--- src/rtl/maindec_pkg.sv ---
// Shared definitions for the main control decoder: opcodes, ALU codes,
// select-field encodings and the packed 14-bit control word.
package maindec_pkg;

  localparam int OP_W   = 4;
  localparam int CTRL_W = 14;

  typedef enum logic [OP_W-1:0] {
    OP_ADD     = 4'b0000,
    OP_SUB     = 4'b0001,
    OP_ADD_ALT = 4'b0010,
    OP_JR      = 4'b0011,
    OP_AND     = 4'b0100,
    OP_OR      = 4'b0101,
    OP_SLL     = 4'b0110,
    OP_SRL     = 4'b0111,
    OP_SLT     = 4'b1000,
    OP_BEQ     = 4'b1001,
    OP_ADDI    = 4'b1010,
    OP_SUBI    = 4'b1011,
    OP_LW      = 4'b1100,
    OP_SW      = 4'b1101,
    OP_J       = 4'b1110,
    OP_JAL     = 4'b1111
  } opcode_e;

  // ALU operation codes
  localparam logic [2:0] ALU_AND = 3'b000;
  localparam logic [2:0] ALU_OR  = 3'b001;
  localparam logic [2:0] ALU_ADD = 3'b010;
  localparam logic [2:0] ALU_SLL = 3'b011;
  localparam logic [2:0] ALU_SRL = 3'b101;
  localparam logic [2:0] ALU_SUB = 3'b110;
  localparam logic [2:0] ALU_SLT = 3'b111;

  // Write-register select
  localparam logic [1:0] DST_RT   = 2'b00;
  localparam logic [1:0] DST_RD   = 2'b01;
  localparam logic [1:0] DST_LINK = 2'b10;

  // Writeback select
  localparam logic [1:0] WB_ALU  = 2'b00;
  localparam logic [1:0] WB_MEM  = 2'b01;
  localparam logic [1:0] WB_LINK = 2'b10;

  // PC select
  localparam logic [1:0] PC_SEQ  = 2'b00;
  localparam logic [1:0] PC_JUMP = 2'b01;
  localparam logic [1:0] PC_REG  = 2'b10;

  // ALU B-operand select
  localparam logic [1:0] SRC_REG   = 2'b00;
  localparam logic [1:0] SRC_IMM   = 2'b01;
  localparam logic [1:0] SRC_SHAMT = 2'b10;

  // Control word, MSB first in port order
  typedef struct packed {
    logic       reg_write;
    logic [1:0] reg_dst;
    logic       branch;
    logic       mem_write;
    logic [1:0] mem_to_reg;
    logic [1:0] jump;
    logic [1:0] alu_src;
    logic [2:0] alu_ctrl;
  } ctrl_t;

  // Builds a control word from its fields in port order
  function automatic ctrl_t mk_ctrl(
    input logic       reg_write,
    input logic [1:0] reg_dst,
    input logic       branch,
    input logic       mem_write,
    input logic [1:0] mem_to_reg,
    input logic [1:0] jump,
    input logic [1:0] alu_src,
    input logic [2:0] alu_ctrl
  );
    ctrl_t c;
    c.reg_write  = reg_write;
    c.reg_dst    = reg_dst;
    c.branch     = branch;
    c.mem_write  = mem_write;
    c.mem_to_reg = mem_to_reg;
    c.jump       = jump;
    c.alu_src    = alu_src;
    c.alu_ctrl   = alu_ctrl;
    return c;
  endfunction

endpackage

--- src/rtl/maindec.sv ---
// Main control decoder. Combinational control outputs follow op with zero
// latency; a registered copy of the control word and opcode is kept for
// pipelined or trace consumers.
module maindec
  import maindec_pkg::*;
(
  input  logic              clk,
  input  logic              reset,
  input  logic [OP_W-1:0]   op,
  output logic              regWrite,
  output logic [1:0]        regDst,
  output logic              branch,
  output logic              memWrite,
  output logic [1:0]        memToReg,
  output logic [1:0]        jump,
  output logic [1:0]        aluSrc,
  output logic [2:0]        aluCtrl,
  output logic [CTRL_W-1:0] ctrl_q,
  output logic [OP_W-1:0]   op_q
);

  ctrl_t             w_ctrl;
  ctrl_t             r_ctrl_q;
  logic [OP_W-1:0]   r_op_q;

  // Opcode decode; an opcode with X/Z bits matches no item and falls to the
  // all-zero default, which is a harmless NOP
  always_comb begin
    w_ctrl = '0;
    case (op)
      OP_ADD:     w_ctrl = mk_ctrl(1'b1, DST_RD,   1'b0, 1'b0, WB_ALU,  PC_SEQ,  SRC_REG,   ALU_ADD);
      OP_SUB:     w_ctrl = mk_ctrl(1'b1, DST_RD,   1'b0, 1'b0, WB_ALU,  PC_SEQ,  SRC_REG,   ALU_SUB);
      OP_ADD_ALT: w_ctrl = mk_ctrl(1'b1, DST_RD,   1'b0, 1'b0, WB_ALU,  PC_SEQ,  SRC_REG,   ALU_ADD);
      OP_JR:      w_ctrl = mk_ctrl(1'b0, DST_RT,   1'b0, 1'b0, WB_ALU,  PC_REG,  SRC_REG,   ALU_ADD);
      OP_AND:     w_ctrl = mk_ctrl(1'b1, DST_RD,   1'b0, 1'b0, WB_ALU,  PC_SEQ,  SRC_REG,   ALU_AND);
      OP_OR:      w_ctrl = mk_ctrl(1'b1, DST_RD,   1'b0, 1'b0, WB_ALU,  PC_SEQ,  SRC_REG,   ALU_OR);
      OP_SLL:     w_ctrl = mk_ctrl(1'b1, DST_RD,   1'b0, 1'b0, WB_ALU,  PC_SEQ,  SRC_SHAMT, ALU_SLL);
      OP_SRL:     w_ctrl = mk_ctrl(1'b1, DST_RD,   1'b0, 1'b0, WB_ALU,  PC_SEQ,  SRC_SHAMT, ALU_SRL);
      OP_SLT:     w_ctrl = mk_ctrl(1'b1, DST_RD,   1'b0, 1'b0, WB_ALU,  PC_SEQ,  SRC_REG,   ALU_SLT);
      OP_BEQ:     w_ctrl = mk_ctrl(1'b0, DST_RT,   1'b1, 1'b0, WB_ALU,  PC_SEQ,  SRC_REG,   ALU_SUB);
      OP_ADDI:    w_ctrl = mk_ctrl(1'b1, DST_RT,   1'b0, 1'b0, WB_ALU,  PC_SEQ,  SRC_IMM,   ALU_ADD);
      OP_SUBI:    w_ctrl = mk_ctrl(1'b1, DST_RT,   1'b0, 1'b0, WB_ALU,  PC_SEQ,  SRC_IMM,   ALU_SUB);
      OP_LW:      w_ctrl = mk_ctrl(1'b1, DST_RT,   1'b0, 1'b0, WB_MEM,  PC_SEQ,  SRC_IMM,   ALU_ADD);
      OP_SW:      w_ctrl = mk_ctrl(1'b0, DST_RT,   1'b0, 1'b1, WB_ALU,  PC_SEQ,  SRC_IMM,   ALU_ADD);
      OP_J:       w_ctrl = mk_ctrl(1'b0, DST_RT,   1'b0, 1'b0, WB_ALU,  PC_JUMP, SRC_REG,   ALU_ADD);
      OP_JAL:     w_ctrl = mk_ctrl(1'b1, DST_LINK, 1'b0, 1'b0, WB_LINK, PC_JUMP, SRC_REG,   ALU_ADD);
      default:    w_ctrl = '0;
    endcase
  end

  // Registered copy of control word and opcode, cleared by synchronous reset
  always_ff @(posedge clk) begin
    if (!reset) begin
      r_ctrl_q <= '0;
      r_op_q   <= '0;
    end else begin
      r_ctrl_q <= w_ctrl;
      r_op_q   <= op;
    end
  end

  assign regWrite = w_ctrl.reg_write;
  assign regDst   = w_ctrl.reg_dst;
  assign branch   = w_ctrl.branch;
  assign memWrite = w_ctrl.mem_write;
  assign memToReg = w_ctrl.mem_to_reg;
  assign jump     = w_ctrl.jump;
  assign aluSrc   = w_ctrl.alu_src;
  assign aluCtrl  = w_ctrl.alu_ctrl;
  assign ctrl_q   = r_ctrl_q;
  assign op_q     = r_op_q;

endmodule

--- config.mk ---
export PLATFORM = sky130hd
export DESIGN_NAME = maindec
export DESIGN_NICKNAME = d
export VERILOG_FILES = /design/src/rtl/maindec_pkg.sv /design/src/rtl/maindec.sv
export SDC_FILE = /design/constraint.sdc
export NUM_CORES = 1
export LEC_CHECK = 0
export ABC_AREA = 1
export CAP_MARGIN = 25
export CORE_UTILIZATION = 42
export CTS_CLUSTER_DIAMETER = 60
export DETAILED_ROUTE_END_ITERATION = 12
export PLACE_DENSITY = 0.94
export SLEW_MARGIN = 20
export SYNTH_ARGS = -nofsm -noshare
export SYNTH_HDL_FRONTEND = slang
export SYNTH_SLANG_ARGS = --single-unit
--- constraint.sdc ---
create_clock -name clk -period 2 [get_ports clk]
set_input_delay 0.4 -clock clk [delete_from_list [all_inputs] [get_ports clk]]
set_output_delay 0.4 -clock clk [all_outputs]
set_load 0.005 [all_outputs]
After elaboration in Yosys (flattened, before gate mapping). Memories as Yosys holds them, arrays and structs flattened. Index checks and enable logic that the tools add are counted. Widths: inputs -> output; s select.

Flip-flop bits (word level): 18. Latch bits: 0. Bits in writable memories: 0. Memory bits (read-only): 224. Input port bits: 6. Logic and storage cells: 10. Memories: 1.

$add $sub $neg: 0. Multiply operators: 0. Div/mod/pow operators: 0. Magnitude comparators: 0. Equality and inequality tests: 0. Shift operators: 0. Mux-type cells: 0. Bitwise gates (word level): 0. Reductions and logical operators: 0.

Memory list: (name not given) (words 16, bits a word 14, read ports 1, clocked after Yosys merged registers in 0, wr ports 0, line maindec.sv:30) `case (op)`.

Longest topological paths before layout. Gate-level depths: netlist of the first run. An unclocked memory read counts as a cell.

Word-level depth: 1. Gate-level depth with buffers: 6.

Worst setup path after synthesis of the first run. OpenSTA, ideal clock, no wires.

Kind: input to output. From: in op[0]. To: out regWrite. Arrival time: 0.936 ns. Required time: 1.600 ns. Setup slack: 0.664 ns. Cell stages on the path: 5. Path through: inv_1 ha_1 nand2_1 nand3_2 nand2_1.

Cells in the longest elaborated chain, start to end: 1.

Ends and longest elaborated chain: start: declaration (line maindec.sv:9) `input logic [OP_W-1:0] op,`; $mem_v2 16x14; end: declaration (line maindec.sv:10) `output logic regWrite,`.

No other way between the ends.

Worst setup path after layout of the first run.
From: in op[1]. To: out jump[0].

Cells in the longest elaborated chain, start to end: 1.

Ends and longest elaborated chain: $mem_v2 16x14; end: declaration (line maindec.sv:15) `output logic [1:0] jump,`.

No other way between the ends.

==> results of run 1 <==
## logic make-up after synthesis
group,count (synthesis)
simple gates,37
buf+inv,23
flops,17
compound gates,5
fa+ha+maj,8
## synthesized netlist by cell type
cell | count | area share [%]
nand3_1 | 3 | 1.9
inv_1 | 17 | 8.2
nand2_1 | 15 | 7.2
nor2_2 | 1 | 0.80
nor2_1 | 8 | 3.9
nand2_2 | 1 | 0.80
buf_6 | 2 | 2.9
nand2_4 | 1 | 1.4
dfxtp_1 | 17 | 44
o21ai_2 | 1 | 1.1
inv_2 | 1 | 0.48
nand3_2 | 2 | 2.6
nor4_2 | 1 | 1.6
nor3_2 | 3 | 3.9
ha_1 | 8 | 13
nor3_1 | 2 | 1.3
buf_4 | 2 | 1.9
a21oi_1 | 4 | 2.6
inv_4 | 1 | 0.80
## cell usage in the layout (no fill, tap or decap)
cell type	n
a21oi_1	4
buf_4	11
buf_6	3
clkbuf_4	3
clkdlybuf4s15_2	3
clkdlybuf4s50_1	20
clkinv_2	1
dfxtp_1	17
dlygate4sd2_1	9
dlymetal6s2s_1	5
ha_1	6
ha_2	1
ha_4	1
inv_1	14
inv_2	3
inv_4	2
nand2_1	15
nand2_2	1
nand2_4	1
nand3_1	3
nand3_2	2
nor2_1	7
nor2_2	2
nor3_1	1
nor3_2	4
nor4_2	1
o21ai_4	1
## report_power, final
part | internal (mW) | switching, mW | total, mW
combinational | 0.0873 | 0.0856 | 0.173
sequential | 0.353 | 0.00429 | 0.357
clock | 0.0749 | 0.125 | 0.200
## path summary, 6_finish.rpt
| check | end | slack [ns] | depth (start not counted) |
|---|---|---|---|
| setup / recovery | jump[0] | 0.04 | 6 |
| hold / removal | op_q[0]$_SDFF_PN0_ | 0.53 | 4 |
## area by class of cell
| class | instances | area [um^2] | area share (%) |
|---|---|---|---|
| inverter | 19 | 76.3 | 5.77 |
| multi-input combinational | 50 | 357 | 26.9 |
| sequential | 17 | 340 | 25.7 |
| clock inverter | 1 | 5.00 | 0.378 |
| tap | 25 | 31.3 | 2.36 |
| clock buffer | 3 | 22.5 | 1.70 |
| timing repair buffer | 51 | 492 | 37.1 |
## timing repair
item / in CTS / in global routing
resized for setup: 29 / 7
hold buffers: 0 / 0
endpoints found under the setup margin: 14 / 5
buffers inserted: 1 / 0
## state kept, by name, indices dropped and copies added (netlist names)
signal / cells
op_q: 4
ctrl_q: 13
## layer usage
| layer | GRT usage, % | vias up | wire [um] |
|---|---|---|---|
| li1 | - | 370 | - |
| met1 | 26.7 | 393 | 965 |
| met2 | 47.8 | 50 | 1310 |
| met3 | 10.0 | 8 | 190 |
| met4 | 21.8 | 0 | 97 |
| met5 | 0 | - | 0 |
## metrics by stage
stage,setup WS (ns),area [um^2]
floorplan,0.664,778
global placement,-0.359,1240
detailed placement,-0.396,1240
CTS,-0.0120,1300
global route,0.00660,1320
finish,0.0419,1320
==> impl_metrics.ini, run 1 <==
[power]
ir_worst_vdd_uv = 398
power_density_nw_per_um2 = 552
leakagePower_nw = 0.716
total_power_mw = 0.730

[clock_network]
cts_root_buffer = clkbuf_4
htreeDepth = 1
cts_inserted_buffers = 3
clkSlewWorstSetupHoldPaths_ns = 0.10
cts_tree = yes
cts_buffer_depth = 2
cts_sinks = 17

[finish]
drive_gt1_share_pct = 28.4
finalCoreUtilization_pct = 76.7
area_growth_syn_to_layout_pct = 70.1
fillers = 98
nNetsFinal = 156
final_cells = 166
n_antenna_cell = 0

[yosys]
syn_avg_cell_area_um2 = 8.65
synthAdderAreaFrac_pct = 12.9
synth_area_um2 = 778
muxShareOfSynthArea_pct = 0
synth_warnings = 0
synthesis.nets = 104
synth_simple_gate_area_share_pct = 25.4
synth_compound_area_share_pct = 3.70
synth-xor-area-share_pct = 0
synthCells = 90
synth_seq_cells = 17
synth_cell_types = 19
ys_seq_area_share_pct = 43.7
synth_top_family_by_area = simple AND/OR/NAND/NOR gates

[global_routing]
antenna_found_initial = 0
grt_remaining_overflow = 0
grt_pass1_wl_um = 3730
grt_max_degree = 11
grt_util_all_layers_pct = 27.8
grt_pass1_vias = 775

[sta]
timing.fmax_ghz = 0.511
holdWs_ns = 0.527
min_period_ns = 1.96
tns_ns = 0
max_slew.worst_pin.slew_ns = 0.260
setup_viol = 0
drv_slew = 0
finalHoldViolations = 0
fin_crit_sh_pct = 97.9
slew_headroom_pct = 82.6
rsz0062_at_grt = no

[floorplanning]
ios = 38
die-area_um2 = 2030
rows = 15
placeableCoreArea_um2 = 1730
initial_core_util_pct = 45.1
fp.dieW_um = 45.0
die_h_um = 45.0

[setup_path]
cp-end-kind = output pin
startpoint = op[1]
slowest_stage = clkdlybuf4s50_1
crit_path_start_kind = input pin
worst-path-buf-inv = 4
critical_path_required_ns = 1.60
slowest_delay_ns = 0.49
cp_top_family = buffers and inverters
cp.arrival_ns = 1.56
cp_max_fo = 5
critical_path_class = in -> out
cp_cell_sequence = clkdlybuf4s15_2, buf_6, ha_1, nand2_1, inv_1, clkdlybuf4s50_1

[placement]
dp.cells = 161
hpwl_um = 1670
place_congestion = 0.853
io_buffer_count = 37

[drt]
detail_route.first_pass.iterations = 4
wirelength_um = 2570
wire_per_inst_um = 15.5
viasPerCell = 4.95
drt_iter0_markers = 19
num_vias = 821
drc = 0
ant_nets = 0

[worst_hold_path]
hold_start = op[0]
hold_class = in -> reg

[run_status]
status = complete, no violations

[job]
drv_cap = 0
Power figures use the tool's default switching activity.
==> inputs of run 2 (changes only) <==
--- a/config.mk
+++ b/config.mk
@@ -6,7 +6,7 @@
 export NUM_CORES = 1
 export LEC_CHECK = 0
 export ABC_AREA = 1
-export CAP_MARGIN = 25
+export CORE_MARGIN = 1
 export CORE_UTILIZATION = 42
 export CTS_CLUSTER_DIAMETER = 60
 export DETAILED_ROUTE_END_ITERATION = 12
==> results of run 2 <==
No change in the layout: final DEF, timing and power equal those of run 1.
==> inputs of run 3 (changes only) <==
--- a/config.mk
+++ b/config.mk
@@ -11,7 +11,6 @@
 export CTS_CLUSTER_DIAMETER = 60
 export DETAILED_ROUTE_END_ITERATION = 12
 export PLACE_DENSITY = 0.94
-export SLEW_MARGIN = 20
 export SYNTH_ARGS = -nofsm -noshare
 export SYNTH_HDL_FRONTEND = slang
 export SYNTH_SLANG_ARGS = --single-unit
==> results of run 3 <==
No change in the layout: final DEF, timing and power equal those of run 1.
